$ cat src/rtl/sd_block_reader.sv
// Receive-side DAT0 engine for single-block SD reads in 1-bit mode: start bit, payload
// bytes to the sector cache, CRC16 and end-bit check, with a start-bit timeout.
module sd_block_reader #(
  parameter int unsigned BLOCK_BYTES   = 512,
  parameter int unsigned TIMEOUT_EDGES = 1000000,
  localparam int unsigned AW = $clog2(BLOCK_BYTES)
) (
  input  logic          clk,
  input  logic          rst_n,
  input  logic          sdclk,
  input  logic          sddat0,
  input  logic          rstart,
  output logic          rbusy,
  output logic          rdone,
  output logic          crc_ok,
  output logic          rtimeout,
  output logic [7:0]    rbyte,
  output logic          rbyte_we,
  output logic [AW-1:0] rbyte_addr,
  output logic          SD_D0_DIR
);

  localparam int unsigned BW = AW + 1;
  localparam int unsigned EW = $clog2(TIMEOUT_EDGES + 1);

  localparam logic [2:0] S_IDLE   = 3'd0;
  localparam logic [2:0] S_WAIT   = 3'd1;
  localparam logic [2:0] S_DATA   = 3'd2;
  localparam logic [2:0] S_CRC    = 3'd3;
  localparam logic [2:0] S_END    = 3'd4;
  localparam logic [2:0] S_FINISH = 3'd5;

  logic [2:0]    state, state_nxt;
  logic          sdclk_l;
  logic          rise;
  logic          timeout_hit;
  logic [EW-1:0] edge_cnt;
  logic [2:0]    bit_cnt;
  logic [BW-1:0] byte_cnt;
  logic [3:0]    crc_cnt;
  logic [6:0]    shreg;
  logic [7:0]    byte_nxt;
  logic [15:0]   crc, crc_nxt, rx_crc;
  logic          fb;

  // The card's DAT0 line is only ever an input to this block.
  assign SD_D0_DIR = 1'b0;

  // Edge detect, state transitions and the per-bit data path values.
  always_comb begin
    state_nxt   = state;
    rise        = sdclk & ~sdclk_l;
    timeout_hit = (edge_cnt == EW'(TIMEOUT_EDGES - 1));
    byte_nxt    = {shreg, sddat0};
    fb          = crc[15] ^ sddat0;
    crc_nxt     = {crc[14:0], 1'b0} ^ (fb ? 16'h1021 : 16'h0000);
    case (state)
      S_IDLE:   if (rstart) state_nxt = S_WAIT;
      S_WAIT:   if (rise) begin
                  if (!sddat0)          state_nxt = S_DATA;
                  else if (timeout_hit) state_nxt = S_FINISH;
                end
      S_DATA:   if (rise && bit_cnt == 3'd7 && byte_cnt == BW'(BLOCK_BYTES - 1))
                  state_nxt = S_CRC;
      S_CRC:    if (rise && crc_cnt == 4'd15) state_nxt = S_END;
      S_END:    if (rise) state_nxt = S_FINISH;
      S_FINISH: state_nxt = S_IDLE;
      default:  state_nxt = S_IDLE;
    endcase
  end

  always_ff @(posedge clk or negedge rst_n) begin
    if (!rst_n) begin
      state   <= S_IDLE;
      sdclk_l <= 1'b0;
    end else begin
      state   <= state_nxt;
      sdclk_l <= sdclk;
    end
  end

  // Registered outputs and receive data path; bit actions only on sdclk rises.
  always_ff @(posedge clk or negedge rst_n) begin
    if (!rst_n) begin
      rbusy      <= 1'b0;
      rdone      <= 1'b0;
      crc_ok     <= 1'b0;
      rtimeout   <= 1'b0;
      rbyte      <= 8'h00;
      rbyte_we   <= 1'b0;
      rbyte_addr <= '0;
      edge_cnt   <= '0;
      bit_cnt    <= '0;
      byte_cnt   <= '0;
      crc_cnt    <= '0;
      shreg      <= '0;
      crc        <= '0;
      rx_crc     <= '0;
    end else begin
      rbyte_we <= 1'b0;
      rdone    <= (state == S_FINISH);
      rbusy    <= (state_nxt != S_IDLE);
      case (state)
        S_IDLE: if (rstart) begin
          crc_ok   <= 1'b0;
          rtimeout <= 1'b0;
          edge_cnt <= '0;
          bit_cnt  <= '0;
          byte_cnt <= '0;
          crc_cnt  <= '0;
          crc      <= '0;
          rx_crc   <= '0;
        end
        S_WAIT: if (rise && sddat0) begin
          edge_cnt <= edge_cnt + EW'(1);
          if (timeout_hit) rtimeout <= 1'b1;
        end
        S_DATA: if (rise) begin
          shreg   <= {shreg[5:0], sddat0};
          crc     <= crc_nxt;
          bit_cnt <= bit_cnt + 3'd1;
          if (bit_cnt == 3'd7) begin
            rbyte      <= byte_nxt;
            rbyte_we   <= 1'b1;
            rbyte_addr <= byte_cnt[AW-1:0];
            byte_cnt   <= byte_cnt + BW'(1);
          end
        end
        S_CRC: if (rise) begin
          rx_crc  <= {rx_crc[14:0], sddat0};
          crc_cnt <= crc_cnt + 4'd1;
        end
        S_END: if (rise) crc_ok <= (crc == rx_crc) && sddat0;
        default: ;
      endcase
    end
  end

endmodule

$ cat config.mk
export PLATFORM = sky130hd
export DESIGN_NAME = sd_block_reader
export DESIGN_NICKNAME = d
export VERILOG_FILES = /design/src/rtl/sd_block_reader.sv
export SDC_FILE = /design/constraint.sdc
export NUM_CORES = 1
export LEC_CHECK = 0
export BUFFER_PORTS_ARGS = -buffer_cell sky130_fd_sc_hd__buf_2
export CAP_MARGIN = 20
export CELL_PAD_IN_SITES_DETAIL_PLACEMENT = 0
export CELL_PAD_IN_SITES_GLOBAL_PLACEMENT = 1
export CORE_MARGIN = 1
export CORE_UTILIZATION = 51
export DETAILED_ROUTE_END_ITERATION = 7
export GPL_TIMING_DRIVEN = 0
export PLACE_DENSITY_LB_ADDON = 0.1
export SLEW_MARGIN = 20
export SYNTH_ARGS = -nofsm -noshare
export SYNTH_HDL_FRONTEND = slang
export SYNTH_SLANG_ARGS = --single-unit
$ cat constraint.sdc
create_clock -name clk -period 5.2 [get_ports clk]
set_clock_uncertainty 0.15 [all_clocks]
set_input_delay 1.04 -clock clk [delete_from_list [all_inputs] [get_ports clk]]
set_output_delay 1.04 -clock clk [all_outputs]
set_load 0.01 [all_outputs]
==> Yosys cells after proc, flatten, opt, wreduce, memory -nomap -nowiden <==
Index checks and enable logic that the tools add are counted.
{ "totals": {"input_bits": 5, "reg_bits": 102, "out_inout_bits": 23, "wordCells": 96} }
{ "classes": {"n_addsub": 4, "n_bitwise": 4, "muxes": 36, "n_eq_ne": 17, "reduce_logical": 19} }
{ "op_table": {"columns": ["operator", "count"], "rows": [
  ["$pmux W16 S2", 2],
  ["$mux W16", 3],
  ["$mux W20", 2],
  ["$pmux W20 S2", 1],
  ["$mux W10", 3],
  ["$mux W3", 9],
  ["$add A20 B1 Y20 const B", 1],
  ["$eq A20 B20 Y1 const B", 1],
  ["$pmux W10 S2", 1],
  ["$eq A16 B16 Y1", 1],
  ["$xor A16 B13 Y16", 1],
  ["$pmux W3 S5", 1],
  ["$reduce_and A3 Y1", 5],
  ["$ne A2 B2 Y1 const B", 7],
  ["$mux W13", 1],
  ["$add A10 B1 Y10 const B", 1],
  ["$eq A10 B9 Y1 const B", 1],
  ["$eq A3 B3 Y1 const B", 3],
  ["$mux W4", 2],
  ["$pmux W4 S2", 1],
  ["$reduce_and A4 Y1", 2],
  ["$reduce_bool A2 Y1", 4],
  ["$mux W1", 7],
  ["$eq A3 B2 Y1 const B", 2],
  ["other kinds (13)", 18]
]} }

==> Longest topological paths before layout <==
{ "depth": {"word_depth": 7, "mapped_depth": 7, "mapped_depth_nobuf": 6} }

==> Worst setup path after synthesis <==
No wires, ideal clock.
{ "synth_timing": {"path_type": "input to register", "start": "input sddat0", "end": "register edge_cnt[11]", "setup_time_ps": 136, "t_required_ps": 4914, "path_slack_ps": 2573, "n_path_buf": 3, "arrival_ps": 2341, "cell_stages": 7, "path_cell_list": "clkbuf_1 -> and4bb_2 -> a21oi_2 -> buf_2 -> buf_2 -> o31ai_1 -> a21oi_1"} }
{ "synth_between": {"elab_chain_cells": 3} }
{ "synth_rtl": {"columns": ["element", "line", "text"], "rows": [
  ["start: declaration", "11", "input logic sddat0,"],
  ["$logic_and A1 B1 Y1", "114", "S_WAIT: if (rise && sddat0) begin"],
  ["$ne A2 B2 Y1 (no source line)", null, null],
  ["$reduce_and A3 Y1 (no source line)", null, null],
  ["end signal: assignment", "115", "edge_cnt <= edge_cnt + EW'(1);"],
  ["end: declaration", "37", "logic [EW-1:0] edge_cnt;"]
]} }
No other way between the ends.
A chain may end at the register's enable or synchronous reset.

==> Worst setup path after layout <==
{ "layout_timing": {"start": "input sddat0", "end": "register edge_cnt[4]"} }
Same word-level chain as after synthesis.

==> results by group <==
Outcome
  – Status: complete, no violations

Clocking
  – CTS clk-pin slew, worst paths: 0.11 ns
  – Cts bufs inserted: 9
  – CTS tree: done
  – Worst-Skew Late Latency: roughly 0.37 ns
  – Hold-fix buffers at CTS: 0
  – Clk root buf: clkbuf_8
  – Post CTS Setup Buffer Count: 0
  – CTS H-tree depth: 3
  – Clock Sink Count: 102
  – CTS Buffer Depth: 2
  – Cts repair resizes: 0

Setup path
  – Reg2Reg Setup Slack: 2.75 ns
  – Max FO, Critical Path: 10
  – R2r worst-path depth: 7
  – CP Capture Type: register
  – Data required, critical path: 5.35 ns
  – CP max stage cell: and4bb_2
  – WS Path Type: in -> reg
  – CP dominant cell by count: buf_2
  – Critical path, cell by cell: clkbuf_1 -> and4bb_2 -> a21oi_2 -> buf_2 -> buf_2 -> o21ai_0 -> a21oi_1
  – Crit path largest cell delay: 0.38 ns
  – CP Launch Type: input pin
  – Crit path DAT: 2.91 ns

Floorplanning
  – Die Width: between 90 and 100 um
  – Core area: a little over 9000 um^2
  – Initial Util: 52.4%
  – Die Span Y: just under 100 um
  – Die Footprint: 9800 um^2
  – IO Pins: 28
  – Cell Rows: 35

Routing
  – TritonRoute pass-1 iters: 5
  – Iteration-0 DRC Markers: 142
  – DRC Markers: 0
  – Drt wl/cell: 16.2 um
  – Antenna-violating nets left: 0
  – Post-Route WL: around 10 mm
  – Vias per std cell: ~5.7
  – Vias: between 3,000 and 4,000

Global route
  – Congestion Overflow GR: 0
  – Largest net degree at the start of global routing: between 70 and 80
  – GRT Util Overall: 23.9%
  – Initial antenna violation count: 0
  – First-pass GRT wire length: 18.3 mm
  – Number of global-route vias before repair: 3,707

Timing
  – Post-route minimum period: 2.76 ns
  – Setup TNS: 0 ns
  – Fmax: 362 MHz
  – RSZ-0062 raised after global routing: no
  – Tcrit/Tclk final: 53.1%
  – Slew @ Worst Pin: around 0.66 ns
  – Rel. slew slack: 56.2%
  – Setup-failing EPs final: 0
  – Slew Viols, Final: 0
  – Final hold vios: 0

Synth
  – Post-synth top area share: 53.2%
  – Top-count cell post-synth: nand2_1
  – Yosys reg bits: 102
  – Adder-cell share of the synthesized area: 1.30%
  – Post-synth EDFFs: 0
  – Largest family of logic cells by synthesized area: simple AND/OR/NAND/NOR gates
  – Synth Area in Compound Gates: 9.86%
  – Post-synthesis net count: 492
  – Dominant synthesized flop cell: dfrtp_1
  – Synth area leaders: dfrtp_1 53%, nand2_1 8.8%, o21ai_0 4.5%, mux2_2 4.0%, xor2_1 3.3%
  – Post-Synth XOR/XNOR Area: 4.75%
  – Synthesized area per cell: 9.95 um^2
  – Count of cell types in the netlist: 52
  – Mux cell area share after synthesis: roughly 5.2%
  – Sequential area share after synthesis: 53.2%
  – Synth async-reset ratio: 100%
  – Ys Warns: 0
  – Post-synthesis simple-gate area fraction: 22.6%
  – Syn Inst Count: 482
  – Leading area contributor after synthesis: dfrtp_1
  – Top post-synthesis cells by count: 113 x nand2_1, 102 x dfrtp_1, 43 x o21ai_0
  – Cell Area, Synth: 4800 um^2

Layout
  – # diodes: 0
  – Storage cell area: 2550 um^2
  – Multi-input logic area: 2100 um^2
  – Area added between synthesis and finish: 10.3%
  – Final nets: 529
  – # fillers: 828
  – Layout cells sized above 1: between 10% and 20%

Min path
  – Worst hold path class: reg -> reg
  – Hold Crit Depth: 1

Pwr
  – Pwr dens: ~370 nW/um^2
  – Total power: slightly below 0.002 W
  – Leakage Power: 2.47 nW
  – Peak VDD IR: a little over 0.2 mV

Flow run
  – Maxcap violations: 0

Place
  – Post-DP HPWL: 7.16 mm
  – Final RePlAce weighted congestion: 0.799
  – IO Port Bufs: 25
-- metrics by stage --
stage	util (%)	instance area (um^2)	hold WS, ns	std cells	setup WS, ns
floorplan	-	4800	0.290	482	2.57
global placement	55.3	5060	0.308	618	1.80
detailed placement	55.7	5090	0.314	619	2.03
CTS	57.8	5290	0.328	635	2.43
global route	57.8	5290	0.356	635	2.30
finish	57.8	5290	0.322	635	2.44
-- registers in the layout, indices dropped and copies added (netlist names) --
| signal | cells |
|---|---|
| bit_cnt | 3 |
| byte_cnt | 10 |
| crc | 16 |
| crc_cnt | 4 |
| crc_ok | 1 |
| edge_cnt | 20 |
| rbusy | 1 |
| rbyte | 8 |
| rbyte_addr | 9 |
| rbyte_we | 1 |
| rdone | 1 |
| rtimeout | 1 |
| rx_crc | 16 |
| sdclk_l | 1 |
| shreg | 7 |
| state | 3 |
-- per-layer routing --
layer  global-route usage, %  vias up  part of all wire (%)
met5                       0        -                     0
met4                    6.43        0                   1.6
met3                    5.60       12                   3.2
met2                    39.9       60                    49
met1                    31.3     1780                    46
li1                        -     1769                     -
-- final cells by class --
| type | count | share of cell area [%] |
|---|---|---|
| flip-flops and latches | 102 | 48.2 |
| plain buffers | 26 | 2.20 |
| repair buffers | 26 | 3.00 |
| clock inverters | 6 | 1.14 |
| clock buffers | 10 | 2.60 |
| multi-input cells | 347 | 39.7 |
| inverters | 7 | 0.497 |
| well taps | 111 | 2.62 |
-- cell usage in the layout, fill, tap and decap left out, types with 3 or more instances in the layout --
| master | instances |
|---|---|
| inv_1 | 6 |
| a21oi_1 | 15 |
| clkbuf_8 | 10 |
| nand3_1 | 21 |
| clkbuf_1 | 17 |
| or3_1 | 4 |
| or2_2 | 3 |
| ha_1 | 5 |
| buf_2 | 30 |
| inv_8 | 3 |
| nor4_1 | 10 |
| and3_1 | 4 |
| and4_1 | 4 |
| nor2_1 | 14 |
| or4_1 | 11 |
| nand2_1 | 113 |
| xnor2_1 | 8 |
| nor4b_1 | 3 |
| o21ai_0 | 43 |
| o31ai_1 | 11 |
| nand4_1 | 8 |
| mux2i_1 | 6 |
| mux2_2 | 17 |
| dfrtp_1 | 102 |
| xor2_1 | 18 |
-- path summary, 6_finish.rpt --
path | from | to
max reg2reg | state[1] | edge_cnt[8]
max | sddat0 | edge_cnt[4]
min reg2reg | byte_cnt[9] | state[0]
max in group asynchronous | rst_n | edge_cnt[14]
min | byte_cnt[9] | state[0]
min in group asynchronous | rst_n | rbyte_addr[6]
-- cell families after synthesis --
family	Yosys count
simple gates	211
flops	102
compound gates	81
buf+inv	33
xor+xnor	26
mux	23
fa+ha+maj	5
other cells	1
-- worst max-delay path: cells and delay by family --
family	cells	cell delay, ns
buffers and inverters	3	0.83
AO/OA/AOI/OAI	3	0.65
AND/OR/NAND/NOR	1	0.38
-- power breakdown --
group	internal (W)	switching, W	total, W	leakage, nW
logic	0.000165	0.000223	0.000388	0.988
registers	0.000942	0.000144	0.00109	1.38
clock network	0.000201	0.000298	0.000499	0.103
total	0.00131	0.000665	0.00197	2.47
Note: power is estimated with default switching activity, not from simulation.
